`src/rtl/rbn_norm_if.sv`:
```
// rbn_norm_if: sample handshake plus normalized-output and status bundle of rbn_norm
interface rbn_norm_if #(
  parameter int DATA_WIDTH = 16
);
  logic signed [DATA_WIDTH-1:0] x_in;
  logic                         x_valid_in;
  logic                         x_ready_out;
  logic signed [DATA_WIDTH-1:0] x_hat_out;
  logic                         start_bn_tra_out;
  logic signed [DATA_WIDTH-1:0] mean_out;
  logic [DATA_WIDTH:0]          range_out;
  logic                         busy_out;
  logic                         batch_done_out;
  modport slave (
    input  x_in, x_valid_in,
    output x_ready_out, x_hat_out, start_bn_tra_out, mean_out, range_out, busy_out, batch_done_out
  );
  modport master (
    output x_in, x_valid_in,
    input  x_ready_out, x_hat_out, start_bn_tra_out, mean_out, range_out, busy_out, batch_done_out
  );
endinterface

```
`src/rtl/rbn_norm.sv`:
```
// rbn_norm: range batch-norm core; buffers a mini-batch, then streams (x-mean)*SCALE/range.
// Define RBN_SAT_EN to saturate the reciprocal and x_hat instead of keeping their low bits.
module rbn_norm #(
  parameter int                    DATA_WIDTH = 16,
  parameter int                    FRAC_BITS  = 8,
  parameter int                    MINI_BATCH = 64,
  parameter int                    ADDR_WIDTH = $clog2(MINI_BATCH),
  parameter logic [DATA_WIDTH-1:0] SCALE      = 16'h02E2,
  parameter int                    DIV_W      = DATA_WIDTH + FRAC_BITS
) (
  input logic      clk,
  input logic      rst_n,
  rbn_norm_if.slave bus
);
  localparam int SW = DATA_WIDTH + ADDR_WIDTH;
  localparam int RW = DATA_WIDTH + 2;
  localparam int CW = $clog2(DIV_W + 1);
  localparam int PW = 2 * DATA_WIDTH + 1;
  typedef enum logic [1:0] {COLLECT, CALC, DIV, EMIT} state_t;
  state_t r_state, w_next;
  logic [ADDR_WIDTH-1:0] r_wr_cnt, r_rd_cnt;
  logic signed [SW-1:0] r_sum;
  logic signed [DATA_WIDTH-1:0] r_max, r_min, r_mean, r_xhat;
  logic signed [DATA_WIDTH-1:0] r_buf [MINI_BATCH];
  logic [DATA_WIDTH:0] r_range, r_rem, w_range;
  logic [DIV_W-1:0] r_quo;
  logic [CW-1:0] r_div_cnt;
  logic r_start, r_done;
  logic w_acc, w_emit;
  logic [RW-1:0] w_shift, w_trial;
  logic signed [DATA_WIDTH-1:0] w_x, w_recip, w_y;
  logic signed [DATA_WIDTH:0] w_d;
  logic signed [PW-1:0] w_p, w_sh;

  assign w_acc   = bus.x_valid_in && r_state == COLLECT;
  assign w_emit  = r_state == EMIT && !r_done;
  assign w_range = {r_max[DATA_WIDTH-1], r_max} - {r_min[DATA_WIDTH-1], r_min};
  assign w_shift = {r_rem, r_quo[DIV_W-1]};
  assign w_trial = w_shift - {1'b0, r_range};
  assign w_x     = r_buf[r_rd_cnt];
  assign w_d     = {w_x[DATA_WIDTH-1], w_x} - {r_mean[DATA_WIDTH-1], r_mean};
  assign w_p     = PW'(w_d) * PW'(w_recip);
  assign w_sh    = w_p >>> FRAC_BITS;

`ifdef RBN_SAT_EN
  assign w_recip = (r_range == '0) ? '0 :
                   (|r_quo[DIV_W-1:DATA_WIDTH-1]) ? {1'b0, {(DATA_WIDTH-1){1'b1}}} : r_quo[DATA_WIDTH-1:0];
  assign w_y = (&w_sh[PW-1:DATA_WIDTH-1] || ~|w_sh[PW-1:DATA_WIDTH-1]) ? w_sh[DATA_WIDTH-1:0] :
               w_sh[PW-1] ? {1'b1, {(DATA_WIDTH-1){1'b0}}} : {1'b0, {(DATA_WIDTH-1){1'b1}}};
`else
  logic w_unused;
  assign w_recip  = (r_range == '0) ? '0 : r_quo[DATA_WIDTH-1:0];
  assign w_y      = w_sh[DATA_WIDTH-1:0];
  assign w_unused = ^w_sh[PW-1:DATA_WIDTH];
`endif

  assign bus.x_ready_out      = r_state == COLLECT;
  assign bus.busy_out         = r_state != COLLECT;
  assign bus.x_hat_out        = r_xhat;
  assign bus.start_bn_tra_out = r_start;
  assign bus.batch_done_out   = r_done;
  assign bus.mean_out         = r_mean;
  assign bus.range_out        = r_range;

  // State register
  always_ff @(posedge clk or negedge rst_n)
    if (!rst_n) r_state <= COLLECT;
    else r_state <= w_next;

  // Next state; EMIT lingers one cycle after the last sample so busy covers it
  always_comb begin
    w_next = r_state;
    case (r_state)
      COLLECT: w_next = (w_acc && r_wr_cnt == ADDR_WIDTH'(MINI_BATCH - 1)) ? CALC : COLLECT;
      CALC:    w_next = DIV;
      DIV:     w_next = (r_div_cnt == CW'(DIV_W - 1)) ? EMIT : DIV;
      default: w_next = r_done ? COLLECT : EMIT;
    endcase
  end

  // Sample buffer; contents need no reset
  always_ff @(posedge clk)
    if (w_acc) r_buf[r_wr_cnt] <= bus.x_in;

  // Batch statistics; the first sample of a batch restarts sum, max and min
  always_ff @(posedge clk or negedge rst_n)
    if (!rst_n) begin
      r_wr_cnt <= '0;
      r_sum    <= '0;
      r_max    <= '0;
      r_min    <= '0;
    end else if (w_acc) begin
      r_wr_cnt <= r_wr_cnt + 1'b1;
      r_sum    <= (r_wr_cnt == '0) ? SW'(bus.x_in) : r_sum + SW'(bus.x_in);
      r_max    <= (r_wr_cnt == '0 || bus.x_in > r_max) ? bus.x_in : r_max;
      r_min    <= (r_wr_cnt == '0 || bus.x_in < r_min) ? bus.x_in : r_min;
    end

  // Mean/range capture and restoring divide of SCALE<<FRAC_BITS by range
  always_ff @(posedge clk or negedge rst_n)
    if (!rst_n) begin
      r_mean    <= '0;
      r_range   <= '0;
      r_rem     <= '0;
      r_quo     <= '0;
      r_div_cnt <= '0;
    end else if (r_state == CALC) begin
      r_mean    <= DATA_WIDTH'(r_sum >>> ADDR_WIDTH);
      r_range   <= w_range;
      r_rem     <= '0;
      r_quo     <= {SCALE, {FRAC_BITS{1'b0}}};
      r_div_cnt <= '0;
    end else if (r_state == DIV) begin
      r_rem     <= w_trial[RW-1] ? w_shift[RW-2:0] : w_trial[RW-2:0];
      r_quo     <= {r_quo[DIV_W-2:0], ~w_trial[RW-1]};
      r_div_cnt <= r_div_cnt + 1'b1;
    end

  // Registered output stream in input order; x_hat is zero whenever not valid
  always_ff @(posedge clk or negedge rst_n)
    if (!rst_n) begin
      r_rd_cnt <= '0;
      r_start  <= 1'b0;
      r_done   <= 1'b0;
      r_xhat   <= '0;
    end else begin
      r_start  <= w_emit;
      r_done   <= w_emit && r_rd_cnt == ADDR_WIDTH'(MINI_BATCH - 1);
      r_xhat   <= w_emit ? w_y : '0;
      r_rd_cnt <= w_emit ? r_rd_cnt + 1'b1 : r_rd_cnt;
    end
endmodule

```
`src/flat_wrapper.sv`:
```
// flat-port wrapper written by rule: the top's interface ports become plain ports
module rbn_norm_flat 
#(
  parameter int                    DATA_WIDTH = 16,
  parameter int                    FRAC_BITS  = 8,
  parameter int                    MINI_BATCH = 64,
  parameter int                    ADDR_WIDTH = $clog2(MINI_BATCH),
  parameter logic [DATA_WIDTH-1:0] SCALE      = 16'h02E2,
  parameter int                    DIV_W      = DATA_WIDTH + FRAC_BITS
)
  (clk, rst_n, bus_x_in, bus_x_valid_in, bus_x_ready_out, bus_x_hat_out, bus_start_bn_tra_out, bus_mean_out, bus_range_out, bus_busy_out, bus_batch_done_out);
  rbn_norm_if #(.DATA_WIDTH(DATA_WIDTH)) bus_i ();
  input logic clk;
  input logic rst_n;
  input wire logic [$bits(bus_i.x_in)-1:0] bus_x_in;
  input wire logic [$bits(bus_i.x_valid_in)-1:0] bus_x_valid_in;
  output wire logic [$bits(bus_i.x_ready_out)-1:0] bus_x_ready_out;
  output wire logic [$bits(bus_i.x_hat_out)-1:0] bus_x_hat_out;
  output wire logic [$bits(bus_i.start_bn_tra_out)-1:0] bus_start_bn_tra_out;
  output wire logic [$bits(bus_i.mean_out)-1:0] bus_mean_out;
  output wire logic [$bits(bus_i.range_out)-1:0] bus_range_out;
  output wire logic [$bits(bus_i.busy_out)-1:0] bus_busy_out;
  output wire logic [$bits(bus_i.batch_done_out)-1:0] bus_batch_done_out;
  assign bus_i.x_in = bus_x_in;
  assign bus_i.x_valid_in = bus_x_valid_in;
  assign bus_x_ready_out = bus_i.x_ready_out;
  assign bus_x_hat_out = bus_i.x_hat_out;
  assign bus_start_bn_tra_out = bus_i.start_bn_tra_out;
  assign bus_mean_out = bus_i.mean_out;
  assign bus_range_out = bus_i.range_out;
  assign bus_busy_out = bus_i.busy_out;
  assign bus_batch_done_out = bus_i.batch_done_out;
  rbn_norm #(.DATA_WIDTH(DATA_WIDTH), .FRAC_BITS(FRAC_BITS), .MINI_BATCH(MINI_BATCH), .ADDR_WIDTH(ADDR_WIDTH), .SCALE(SCALE), .DIV_W(DIV_W)) u_core (.clk(clk), .rst_n(rst_n), .bus(bus_i));
endmodule
```
`config.mk`:
```
export PLATFORM = sky130hd
export DESIGN_NAME = rbn_norm_flat
export DESIGN_NICKNAME = d
export VERILOG_FILES = /design/src/rtl/rbn_norm_if.sv /design/src/rtl/rbn_norm.sv /design/src/flat_wrapper.sv
export SDC_FILE = /design/constraint.sdc
export NUM_CORES = 2
export LEC_CHECK = 0
export CORE_ASPECT_RATIO = 0.6
export CORE_MARGIN = 2
export CORE_UTILIZATION = 63
export CTS_CLUSTER_SIZE = 16
export DETAILED_ROUTE_END_ITERATION = 10
export PLACE_DENSITY = 0.9
export SLEW_MARGIN = 15
export SYNTH_ARGS = -nofsm -noshare
export SYNTH_HDL_FRONTEND = slang
export SYNTH_SLANG_ARGS = --single-unit
export TNS_END_PERCENT = 100
```
`constraint.sdc`:
```
create_clock -name clk -period 14.34 [get_ports clk]
set_clock_uncertainty 0.2 [all_clocks]
set_input_delay 2.151 -clock clk [delete_from_list [all_inputs] [get_ports clk]]
set_output_delay 2.151 -clock clk [all_outputs]
set_load 0.1 [all_outputs]
```
==> results.yml <==
global_route:
  grt_antenna_before_repair: 13
  use_met1_pct: 50.4
  grt_max_degree: 120
  grt_pass1_wl_mm: 240
  grtUsageMet2_pct: 52.5
  grtUsageMet3_pct: 14.8
  grt_pass1_vias: 35266
  grt.busiest_layer: "met2"
  grt_overflow: 0
  gr-usage-all-layers_pct: 36.3
placed_design:
  hpwl_mm: 101
  portBuffers: 71
  dp_slack_ns: 3.08
  placed_area_sq_mm: 0.0596
  gp_congestion: 0.959
sta:
  finalCritPeriodShare_pct: 79.4
  final-setup-viol-count: 0
  max_freq_ghz: 0.0878
  hold_viol: 0
  setup_tns_ns: 0
  tightest_slew_ns: 1.25
  period_needed_ns: 11.38
  hold_slack_ns: 0.307
  slew_headroom_pct: 16.5
  rsz0062_at_grt: "no"
  setup_ws_ns: 2.96
  finalMaxSlewViolations: 0
detailed_routing:
  wl_per_cell_um: 33.0
  drt_iter0_drc: 6084
  via_per_inst: 7.02
  detail-route-antenna-nets: 0
  route.vias.total: 34945
  first_pass_iters: 6
  drt_wl_total_mm: 164
  drc_errors: 0
final_layout:
  layout_common_cells: "edfxtp_1, inv_1, mux4_2"
  area_delta_synth_final_pct: 10.3
  nNetsFinal: 4076
  drive_above_1_share_pct: 18.5
  final_common_cell: "edfxtp_1"
  fin_area_sq_mm: 0.0629
clock_network:
  cts_resized: 0
  tritoncts: "yes"
  cts_setup_buffers: 0
  clkTransAtPathRegs_ns: 0.07
  cts_max_path_buffers: 3
  ctsHoldBuffers: 0
  cts_root_buf: "clkbuf_16"
  insertion_delay_ns: 0.74
  cts_buffers: 99
  htreeDepth: 3
  cts.sinks: 1189
setup_path:
  worstPathMaxFanout: 77
  crit_family: "adder cells"
  path_class: "reg -> reg"
  cp-start-kind: "flop"
  slowest_delay_ns: 0.79
  arrival_ns: 11.77
  slowest_stage: "dfrtp_4"
  crit_top_cell: "xnor2_1"
  crit_required_ns: 14.73
  cp.buffers_inverters: 4
  end_kind: "flop"
die:
  io_pins: 72
  dieArea_sq_mm: 0.0930
  initial_utilization_pct: 63.6
  die_h_um: 237
  core_area_sq_mm: 0.0897
  rows: 85
  die_w_um: 392
synth:
  netlist_area_sq_mm: 0.0570
  async_reset_ff_share_pct: 13.9
  syn_inst: 3542
  synth.avg_cell_area_sq_um: 16.1
  syn_nets: 3934
  synth_seq_cells: 1189
  yosysTopAreaCell: "edfxtp_1"
  yosys_warnings: 0
  ys_types: 72
  synth_edf_count: 1024
  synth_ff_type: "edfxtp_1"
  ys_seq_area_share_pct: 61.2
  synth_top_area_share_pct: 54.0
  synth_area_leaders: "edfxtp_1, mux4_2, dfrtp_1, fa_1, ha_1"
job:
  drv_cap: 0
power_and_ir_drop:
  powerDensity_mw_per_mm2: 106
  leakage_uw: 0.0225
  irDropWorstVdd_uv: 160
  power.total_uw: 6700
worst_hold_path:
  holdCritPathClass: "reg -> reg"
outcome:
  status: "finished, final reports clean"
## synth_stat cells (15+ instances only)
cell and n:
a21o_1 26, a21oi_1 73, a31o_2 20, and2_1 15, and3_1 15, buf_1 34
clkbuf_1 104, dfrtp_1 165, edfxtp_1 1024, fa_1 192, ha_1 181, inv_1 368
mux2_2 30, mux2i_1 22, mux4_2 336, nand2_1 185, nand2b_1 21, nand3_1 33
nor2_1 281, nor2b_1 33, nor3_1 25, o21a_1 16, o21ai_0 87, xnor2_1 64
xor2_1 27
## registers in the layout, indices dropped and copies added (netlist names)
name                         count
u_core.r_quo                    24
u_core.r_rem                    17
u_core.r_max                    16
u_core.r_min                    16
u_core.r_div_cnt                 5
u_core.bus.range_out            17
u_core.r_rd_cnt                  6
u_core.r_sum                    22
u_core.bus.batch_done_out        1
u_core.r_buf                  1024
u_core.bus.start_bn_tra_out      1
u_core.bus.x_hat_out            16
u_core.r_state                   2
u_core.r_wr_cnt                  6
u_core.bus.mean_out             16
## where the power goes
| part | switching, uW | internal (uW) | total, uW |
|---|---|---|---|
| Sequential | 0 | 3750 | 3750 |
| Clock | 1300 | 1540 | 2840 |
| Combinational | 86.2 | 16.6 | 103 |
## stage by stage
step	cells	util, %
floorplan	3542	-
global placement	4801	66.4
detailed placement	4801	66.4
CTS	4980	70.1
global route	4980	70.1
finish	4981	70.1
## worst paths after layout
path                                          from                  endpoint  slack [ns]  depth (start not counted)
worst max-delay path            u_core.r_rd_cnt[0]  u_core.bus.x_hat_out[15]        2.96                         33
min in group asynchronous                    rst_n           u_core.r_rem[5]        1.31                          1
worst min register to register     u_core.r_min[3]           u_core.r_min[3]        0.31                          1
worst min-delay path               u_core.r_min[3]           u_core.r_min[3]        0.31                          1
worst max register to register  u_core.r_rd_cnt[0]  u_core.bus.x_hat_out[15]        2.96                         33
max in group asynchronous                    rst_n   u_core.bus.x_hat_out[8]       11.12                          2
## final cells by class
type | count | area [sq um]
fillers | 5186 | 26800
repair buffers | 185 | 1550
multi-input cells | 1840 | 20200
well taps | 1218 | 1520
inverters | 369 | 1390
diodes | 1 | 2.50
flip-flops and latches | 1189 | 34900
clock inverters | 51 | 638
clock buffers | 128 | 2670
## kinds of logic (layout without fill, tap and decap cells)
logic type	count (synthesis)	after routing	share of synthesized area (%)
and+or+nand+nor	669	669	5.27
muxes	388	388	14.3
buffers and inverters	513	733	3.40
adders and majority gates	373	373	10.7
DFF	1189	1189	61.2
xor gates and xnor gates	95	95	1.55
other	0	1	0
AOI/OAI and AO/OA	315	315	3.61
## layer usage
layer / share of wire [%] / up-vias
li1: - / 13400
met1: 35 / 17530
met2: 44 / 3344
met3: 16 / 645
met4: 4.7 / 26
met5: 0.16 / -
Power figures use the tool's default switching activity.
